### src/rtl/if_prefetch_unit_pkg.sv
// Shared types and constants for the instruction-fetch prefetch unit.
package if_prefetch_unit_pkg;

  localparam int          INSTR_W      = 32;
  localparam logic [31:0] BUBBLE_INSTR = 32'hffffffff;

  typedef enum logic [1:0] {
    S_IDLE    = 2'd0,
    S_REQ     = 2'd1,
    S_DISCARD = 2'd2
  } fetch_state_t;

  typedef struct packed {
    logic [INSTR_W-1:0] instr;
    logic [31:0]        pcadd;
  } fetch_entry_t;

  function automatic logic [31:0] next_pc(input logic [31:0] pc);
    return pc + 32'd4;
  endfunction

endpackage

### src/rtl/if_prefetch_unit_fetch_queue.sv
// Synchronous FIFO holding fetched {instr, PC+4} entries; clear flushes it in one cycle.
module fetch_queue
  import if_prefetch_unit_pkg::*;
#(
  parameter int WIDTH = 64,
  parameter int DEPTH = 4,
  localparam int PTR_W = $clog2(DEPTH),
  localparam int CNT_W = PTR_W + 1
) (
  input  logic             clk,
  input  logic             rst,
  input  logic             push,
  input  logic             pop,
  input  logic             clear,
  input  logic [WIDTH-1:0] wdata,
  output logic [WIDTH-1:0] rdata,
  output logic             full,
  output logic             empty,
  output logic [CNT_W-1:0] count
);

  localparam logic [CNT_W-1:0] DEPTH_C = CNT_W'(DEPTH);

  logic [WIDTH-1:0] mem [DEPTH];
  logic [PTR_W-1:0] wr_ptr;
  logic [PTR_W-1:0] rd_ptr;

  always_ff @(posedge clk or posedge rst) begin
    if (rst) begin
      wr_ptr <= '0;
      rd_ptr <= '0;
      count  <= '0;
    end else if (clear) begin
      wr_ptr <= '0;
      rd_ptr <= '0;
      count  <= '0;
    end else begin
      if (push) wr_ptr <= wr_ptr + 1'b1;
      if (pop)  rd_ptr <= rd_ptr + 1'b1;
      case ({push, pop})
        2'b10:   count <= count + 1'b1;
        2'b01:   count <= count - 1'b1;
        default: count <= count;
      endcase
    end
  end

  // Storage needs no reset: an entry is only read after it has been written.
  always_ff @(posedge clk) begin
    if (push && !clear) mem[wr_ptr] <= wdata;
  end

  assign rdata = mem[rd_ptr];
  assign full  = (count == DEPTH_C);
  assign empty = (count == '0);

endmodule

### src/rtl/if_prefetch_unit.sv
// Fetch stage: owns the fetch PC, issues req/ack word fetches and feeds IF/ID from a prefetch queue.
// Optional same-cycle bypass of an empty queue is enabled by defining IF_PREFETCH_BYPASS_EN.
module if_prefetch_unit
  import if_prefetch_unit_pkg::*;
#(
  parameter int          DEPTH    = 4,
  parameter logic [31:0] RESET_PC = 32'h0
) (
  input  logic        clk,
  input  logic        rst,
  input  logic        stall,
  input  logic        redirect,
  input  logic [31:0] redirect_pc,
  output logic        imem_req,
  output logic [31:0] imem_addr,
  input  logic        imem_ack,
  input  logic [31:0] imem_rdata,
  output logic        if_valid,
  output logic [31:0] if_instr,
  output logic [31:0] if_pcadd
);

  localparam int               CNT_W  = $clog2(DEPTH) + 1;
  localparam logic [CNT_W-1:0] LAST_C = CNT_W'(DEPTH - 1);

  fetch_state_t     state;
  logic [31:0]      fetch_pc;
  logic             q_push;
  logic             q_pop;
  logic             q_clear;
  logic             q_full;
  logic             q_empty;
  logic [CNT_W-1:0] q_count;
  fetch_entry_t     q_head;
  fetch_entry_t     q_wdata;
  logic             take_ack;
  logic             bypass_hit;
  logic             fills_up;

  assign take_ack = (state == S_REQ) && imem_ack;

`ifdef IF_PREFETCH_BYPASS_EN
  assign bypass_hit = q_empty && take_ack && !stall && !redirect;
`else
  assign bypass_hit = 1'b0;
`endif

  // Redirect wins over push and pop: the queue is flushed and any returning word dropped.
  assign q_clear  = redirect;
  assign q_push   = take_ack && !redirect && !bypass_hit;
  assign q_pop    = !stall && !q_empty && !redirect;
  assign q_wdata  = '{instr: imem_rdata, pcadd: next_pc(fetch_pc)};
  assign fills_up = (q_count == LAST_C) && q_push && !q_pop;

  fetch_queue #(
    .WIDTH ($bits(fetch_entry_t)),
    .DEPTH (DEPTH)
  ) u_queue (
    .clk   (clk),
    .rst   (rst),
    .push  (q_push),
    .pop   (q_pop),
    .clear (q_clear),
    .wdata (q_wdata),
    .rdata (q_head),
    .full  (q_full),
    .empty (q_empty),
    .count (q_count)
  );

  // imem_addr always equals fetch_pc while in S_REQ; S_DISCARD keeps the stale address until its ack.
  always_ff @(posedge clk or posedge rst) begin
    if (rst) begin
      state     <= S_IDLE;
      imem_req  <= 1'b0;
      imem_addr <= RESET_PC;
      fetch_pc  <= RESET_PC;
    end else begin
      case (state)
        S_IDLE: begin
          if (redirect) begin
            fetch_pc  <= redirect_pc;
            imem_addr <= redirect_pc;
            imem_req  <= 1'b1;
            state     <= S_REQ;
          end else if (!q_full) begin
            imem_addr <= fetch_pc;
            imem_req  <= 1'b1;
            state     <= S_REQ;
          end
        end
        S_REQ: begin
          if (imem_ack) begin
            if (redirect) begin
              fetch_pc  <= redirect_pc;
              imem_addr <= redirect_pc;
            end else begin
              fetch_pc  <= next_pc(fetch_pc);
              imem_addr <= next_pc(fetch_pc);
              if (fills_up) begin
                imem_req <= 1'b0;
                state    <= S_IDLE;
              end
            end
          end else if (redirect) begin
            fetch_pc <= redirect_pc;
            state    <= S_DISCARD;
          end
        end
        S_DISCARD: begin
          if (redirect) fetch_pc <= redirect_pc;
          if (imem_ack) begin
            imem_req <= 1'b0;
            state    <= S_IDLE;
          end
        end
        default: begin
          imem_req <= 1'b0;
          state    <= S_IDLE;
        end
      endcase
    end
  end

  always_comb begin
    if_valid = !q_empty;
    if_instr = q_empty ? BUBBLE_INSTR : q_head.instr;
    if_pcadd = q_empty ? 32'h0 : q_head.pcadd;
`ifdef IF_PREFETCH_BYPASS_EN
    if (bypass_hit) begin
      if_valid = 1'b1;
      if_instr = imem_rdata;
      if_pcadd = next_pc(imem_addr);
    end
`endif
  end

endmodule

### config.mk
export PLATFORM = sky130hd
export DESIGN_NAME = if_prefetch_unit
export DESIGN_NICKNAME = d
export VERILOG_FILES = /design/src/rtl/if_prefetch_unit_pkg.sv /design/src/rtl/if_prefetch_unit_fetch_queue.sv /design/src/rtl/if_prefetch_unit.sv
export SDC_FILE = /design/constraint.sdc
export NUM_CORES = 1
export LEC_CHECK = 0
export BUFFER_PORTS_ARGS = -buffer_cell sky130_fd_sc_hd__buf_2
export CAP_MARGIN = 15
export CORE_ASPECT_RATIO = 2
export CORE_MARGIN = 2
export CORE_UTILIZATION = 50
export DETAILED_ROUTE_END_ITERATION = 10
export PLACE_DENSITY = 0.72
export SLEW_MARGIN = 30
export SYNTH_ARGS = -nofsm -noshare
export SYNTH_HDL_FRONTEND = slang
export SYNTH_SLANG_ARGS = --single-unit
### constraint.sdc
create_clock -name clk -period 4.3 [get_ports clk]
set_clock_uncertainty 0.15 [all_clocks]
set_input_delay 1.29 -clock clk [delete_from_list [all_inputs] [get_ports clk]]
set_output_delay 1.29 -clock clk [all_outputs]
set_load 0.05 [all_outputs]
== After elaboration in Yosys (flattened, before gate mapping) ==
Memories as Yosys holds them, arrays and structs flattened.
Cells that the tools add are included.
Word-level totals
  flip-flop bits (word level): 74
  RAM bits: 256
  bits of input ports: 69
  word-level logic and storage cells: 82
  memories kept: 1
Cells by class
  add/subtract/negate cells: 5
  equal/unequal tests: 14
  muxes and demuxes: 33
  reduce and logical (&&, ||, !) cells: 22
Memory list
  u_queue.mem: depth 4, bits a word 64, read ports 1, clocked after Yosys merged registers in 0, wr ports 1, line if_prefetch_unit_fetch_queue.sv:24  | logic [WIDTH-1:0] mem [DEPTH];
Operator list (count)
  $mux 32: 8
  $pmux 32 s2: 2
  $add 32x3->32 const B: 1
  $mux 2: 11
  $ne 3x3->1 const B: 4
  $reduce_and 5->1: 2
  $mux 1: 8
  $ne 2x2->1 const B: 4
  $reduce_bool 2->1: 4
  $logic_and 1x1->1: 7
  $pmux 2 s3: 1
  $pmux 3 s2: 1
  $add 2x1->2 const B: 2
  $eq 2x1->1 const B: 2
  $eq 2x2->1 const B: 2
  $logic_not 1->1: 4
  $add 3x1->3 const B: 1
  $eq 3x2->1 const B: 1
  $eq 3x3->1 const B: 1
  $logic_not 3->1: 1
  $mux 3: 1
  $pmux 1 s3: 1
  $reduce_and 3->1: 1
  $reduce_bool 3->1: 1
  3 further kinds: 3

== Longest topological paths before layout ==
  depth in word-level cells: 10
  depth in mapped cells: 9
  gate-level depth less buffers: 7

== Modules after synthesis ==
A second synthesis with hierarchy kept.
Unflattened totals
  cells, all modules: 1003
  area total of the unflattened synthesis: 14750.4 um2
Modules (own cells, without submodules)
  fetch_queue: instances 1, cells an instance 378, area each 9673.0 um2, seq. area each 7862.5 um2
  if_prefetch_unit: instances 1, cells an instance 625, area each 5077.4 um2, seq. area each 1676.6 um2

== Worst setup path after synthesis ==
No wires, ideal clock.
  path type: in2reg
  from: input imem_ack
  to: memory u_queue.mem[0][0] (enable)
  setup time: 0.429 ns
  arrival time: 3.958 ns
  required time: 3.721 ns
  path slack: -0.237 ns
  cell stages on the path: 5
  buffers on the path: 2
  cell sequence: clkbuf_1 -> nand2_1 -> nor2_1 -> clkbuf_1 -> and3_1
On the way
  cells in the longest elaborated chain, start to end: 5
RTL lines
  start, declared: line if_prefetch_unit.sv:16  | input logic imem_ack,
  $logic_and 1x1->1: line if_prefetch_unit.sv:40  | assign take_ack = (state == S_REQ) && imem_ack;
  $logic_and 1x1->1: line if_prefetch_unit.sv:50  | assign q_push = take_ack && !redirect && !bypass_hit;
  $logic_and 1x1->1: line if_prefetch_unit_fetch_queue.sv:50  | if (push && !clear) mem[wr_ptr] <= wdata;
  $mux 1: line if_prefetch_unit_fetch_queue.sv:50
  $mux 1 (not written as such): line if_prefetch_unit_fetch_queue.sv:50
  end, declared: line if_prefetch_unit_fetch_queue.sv:24
No other way between the ends.

== Worst setup path after layout ==
  from: register u_queue.rd_ptr[0]
  to: output if_instr[23]
On the way
  cells in the longest elaborated chain, start to end: 2
RTL lines
  start, declared: line if_prefetch_unit_fetch_queue.sv:26  | logic [PTR_W-1:0] rd_ptr;
  start signal, assigned: line if_prefetch_unit_fetch_queue.sv:39  | if (pop) rd_ptr <= rd_ptr + 1'b1;
  $mem_v2 4x64
  $mux 32: line if_prefetch_unit.sv:127  | if_instr = q_empty ? BUBBLE_INSTR : q_head.instr;
  end, declared: line if_prefetch_unit.sv:19  | output logic [31:0] if_instr,
No other way between the ends.

==> flow_summary_export.csv <==
group,metric,value,unit
run_status,status,"completed",
worst_setup_path,rr_startpoint,"fetch_pc[2]",
logic_synthesis,synthTopCellsByArea,"edfxtp_1 (52%), dfrtp_1 (13%), mux4_2 (9.8%)",
finish,drive_gt1_frac,0.3088,
die,design.die.area,30880,um^2
sta,slew_headroom,0.4812,
worst_setup_path,worst_ep_arrival_time,2600,ps
logic_synthesis,synth-async-reset-ratio,0.2242,
cts,htreeDepth,1,
die,fp.coreArea,28850,um^2
sta,tns,0,ps
sta,post-route-period-util,0.9385,
job,max-cap-violations,0,
die,die_x,125.3,um
logic_synthesis,synth_cells,1027,
worst_setup_path,cp-start-kind,"flop",
worst_setup_path,reg2regPathDepth,5,
finish,area_growth,15.29,%
drt,first_pass_iters,5,
logic_synthesis,synth_edf_count,256,
sta,rsz0062_at_grt,"no",
grt,grt_use_total,0.2306,
worst_setup_path,endpoint_kind,"output pin",
logic_synthesis,yosysTopAreaCellShare,0.5227,
placed_design,placement.io_buffers,166,
grt,grt_pass1_wl,54570,um
drt,num_vias,9338,
worst_hold_path,min_from,"imem_addr[17]",
logic_synthesis,yosys_warnings,0,
cts,clock_latency,550,ps
drt,vias_per_cell,6.005,
worst_setup_path,r2r_slack,1480,ps
cts,cts_tree,"done",
sta,worstMarginPinSlew,777.0,ps
cts,path_clk_slew,70,ps
sta,slew_violations,0,
sta,hold_viol,0,
cts,cts_setup_buffers,0,
worst_setup_path,timing.rr.end,"u_queue.mem[1][24]",
die,die_y,246.5,um
finish,layout.nets,1250,
worst_setup_path,worstPathMaxFanout,23,
cts,ctsResizeCount,0,
cts,cts_buffer_depth,3,
drt,drt-total-wl,35540,um
logic_synthesis,yosysMostFrequentCell,"edfxtp_1",
logic_synthesis,syn_area_per_cell,14.32,um^2
logic_synthesis,ys_seq_area_frac,0.6486,
grt,grt_pass1_vias,9507,
grt,grt-ovfl-total,0,
logic_synthesis,ys_top_cells_by_count,"edfxtp_1 (256), dfrtp_1 (74), nand2_1 (67)",
power,p_leak,5.992,nW
worst_hold_path,whs_path_depth,2,
sta,fmax,247.8,MHz
power,max-vdd-ir-drop,0.4995,mV
sta,holdWs,336.9,ps
drt,ant_nets,0,
placed_design,dp_hpwl,24420,um
worst_setup_path,path_class,"flop to output pin",
die,ios,167,
logic_synthesis,synthDistinctLibCells,66,
cts,postCtsHoldBufs,0,
grt,grt_max_degree,45,
finish,diodes,0,
logic_synthesis,dominantRegCellSynth,"edfxtp_1",
cts,cts_inserted_buffers,27,
die,num_rows,88,
cts,ctsRootBufferMaster,"clkbuf_16",
placed_design,gp_congestion,0.9665,
worst_setup_path,cp.required,2860,ps
logic_synthesis,syn_nets,1102,
logic_synthesis,synth_top_cell_by_area,"edfxtp_1",
drt,drt-initial-drc-count,699,
logic_synthesis,synth_area,14710,um^2
worst_hold_path,min_path_type,"flop to flop",
logic_synthesis,ys_ff_latch,330,
grt,antenna_found_initial,0,
worst_hold_path,worstHoldEndpoint,"imem_addr[17]",
power,power.density,704.6,nW/um^2
die,start_util,0.5098,
sta,setup_viol,0,
sta,period_minus_slack,4036,ps
drt,remaining_drc_errors,0,
cts,numClockSinks,330,
drt,wl_per_cell,22.85,um
-- layout by cell type, fill, tap and decap left out, drive strengths merged, types with 4 or more instances in the layout --
cell type | Yosys | layout
o31ai | 8 | 8
buf | 26 | 199
o211ai | 7 | 7
nor4 | 14 | 14
o22a | 7 | 7
o311ai | 4 | 4
a311oi | 5 | 5
bufinv | 0 | 4
mux4 | 64 | 64
nand2 | 67 | 67
nand2b | 5 | 5
o22ai | 5 | 5
nor2 | 62 | 62
nand3 | 33 | 33
nor3 | 24 | 24
inv | 13 | 15
xor2 | 22 | 22
or4 | 4 | 4
nand4 | 20 | 20
or2 | 33 | 33
dfrtp | 74 | 74
clkinv | 0 | 6
clkbuf | 54 | 34
a211oi | 9 | 9
and2 | 34 | 34
or3 | 10 | 10
and3 | 12 | 12
ha | 5 | 5
o21ai | 43 | 43
a21oi | 32 | 32
xnor2 | 20 | 20
edfxtp | 256 | 256
a31oi | 7 | 7
-- per-layer routing --
metal	up-vias	track usage	part of all wire
li1	4219	-	-
met1	4650	0.2626	0.35
met2	372	0.4198	0.54
met3	97	0.02237	0.051
met4	0	0.1337	0.057
met5	-	0	0
-- through the flow --
step                std cells  utilization  power (W)  instance area, um^2  worst slack (ps)
floorplan                1027            -   0.008129                14710             467.3
global placement         1506       0.5561   0.009441                16040             763.0
CTS                      1555       0.5877    0.01207                16950             201.3
finish                   1555       0.5877    0.01195                16960             264.5
global route             1555       0.5877    0.01246                16960             130.5
detailed placement       1506       0.5562   0.009524                16050             736.8
-- cell families (layout without fill, tap and decap cells) --
logic type,Yosys count,in the layout,synth area share
flops,330,330,0.6486
simple gates,325,325,0.1206
compound gates,162,162,0.07334
buf+inv,93,261,0.02527
mux,69,69,0.1016
xor+xnor,42,42,0.02501
fa+ha+maj,6,6,0.005615
-- worst max path at each step --
stage | from | slack, ps | endpoint
after detailed placement | imem_ack | 740 | u_queue.count[2]
after CTS | u_queue.rd_ptr[0] | 200 | if_instr[23]
final | u_queue.rd_ptr[0] | 260 | if_instr[23]
after floorplan | imem_ack | 470 | u_queue.mem[0][0]
after global placement | imem_ack | 760 | u_queue.count[2]
after global routing | u_queue.rd_ptr[0] | 130 | if_instr[23]
-- flip-flops by register name, indices dropped and copies added (netlist names) --
name and flops:
state 2, imem_req 1, imem_addr 32, u_queue.count 3
fetch_pc 32, u_queue.mem 256, u_queue.rd_ptr 2, u_queue.wr_ptr 2
-- cell type report --
type | count | area [um^2]
inverters | 13 | 48.80
repair buffers | 199 | 1191
fillers | 2246 | 11890
flip-flops and latches | 330 | 9544
clock buffers | 34 | 711.9
clock inverters | 15 | 195.2
multi-input cells | 604 | 4813
well taps | 360 | 450.4
-- critical path: stages (launching register included) --
cell and delay (ps):
dfrtp_4 680, buf_12 270, mux4_2 520, or2_2 310, buf_2 220
-- where the power goes --
group | internal [W] | switching, W | leakage [nW] | total [W]
combinational | 0.00152 | 0.00356 | 2.38 | 0.00509
clock | 0.00142 | 0.00110 | 0.432 | 0.00253
sequential | 0.00392 | 0.000414 | 3.18 | 0.00433
total | 0.00687 | 0.00508 | 5.99 | 0.0119
Power figures use the tool's default switching activity.
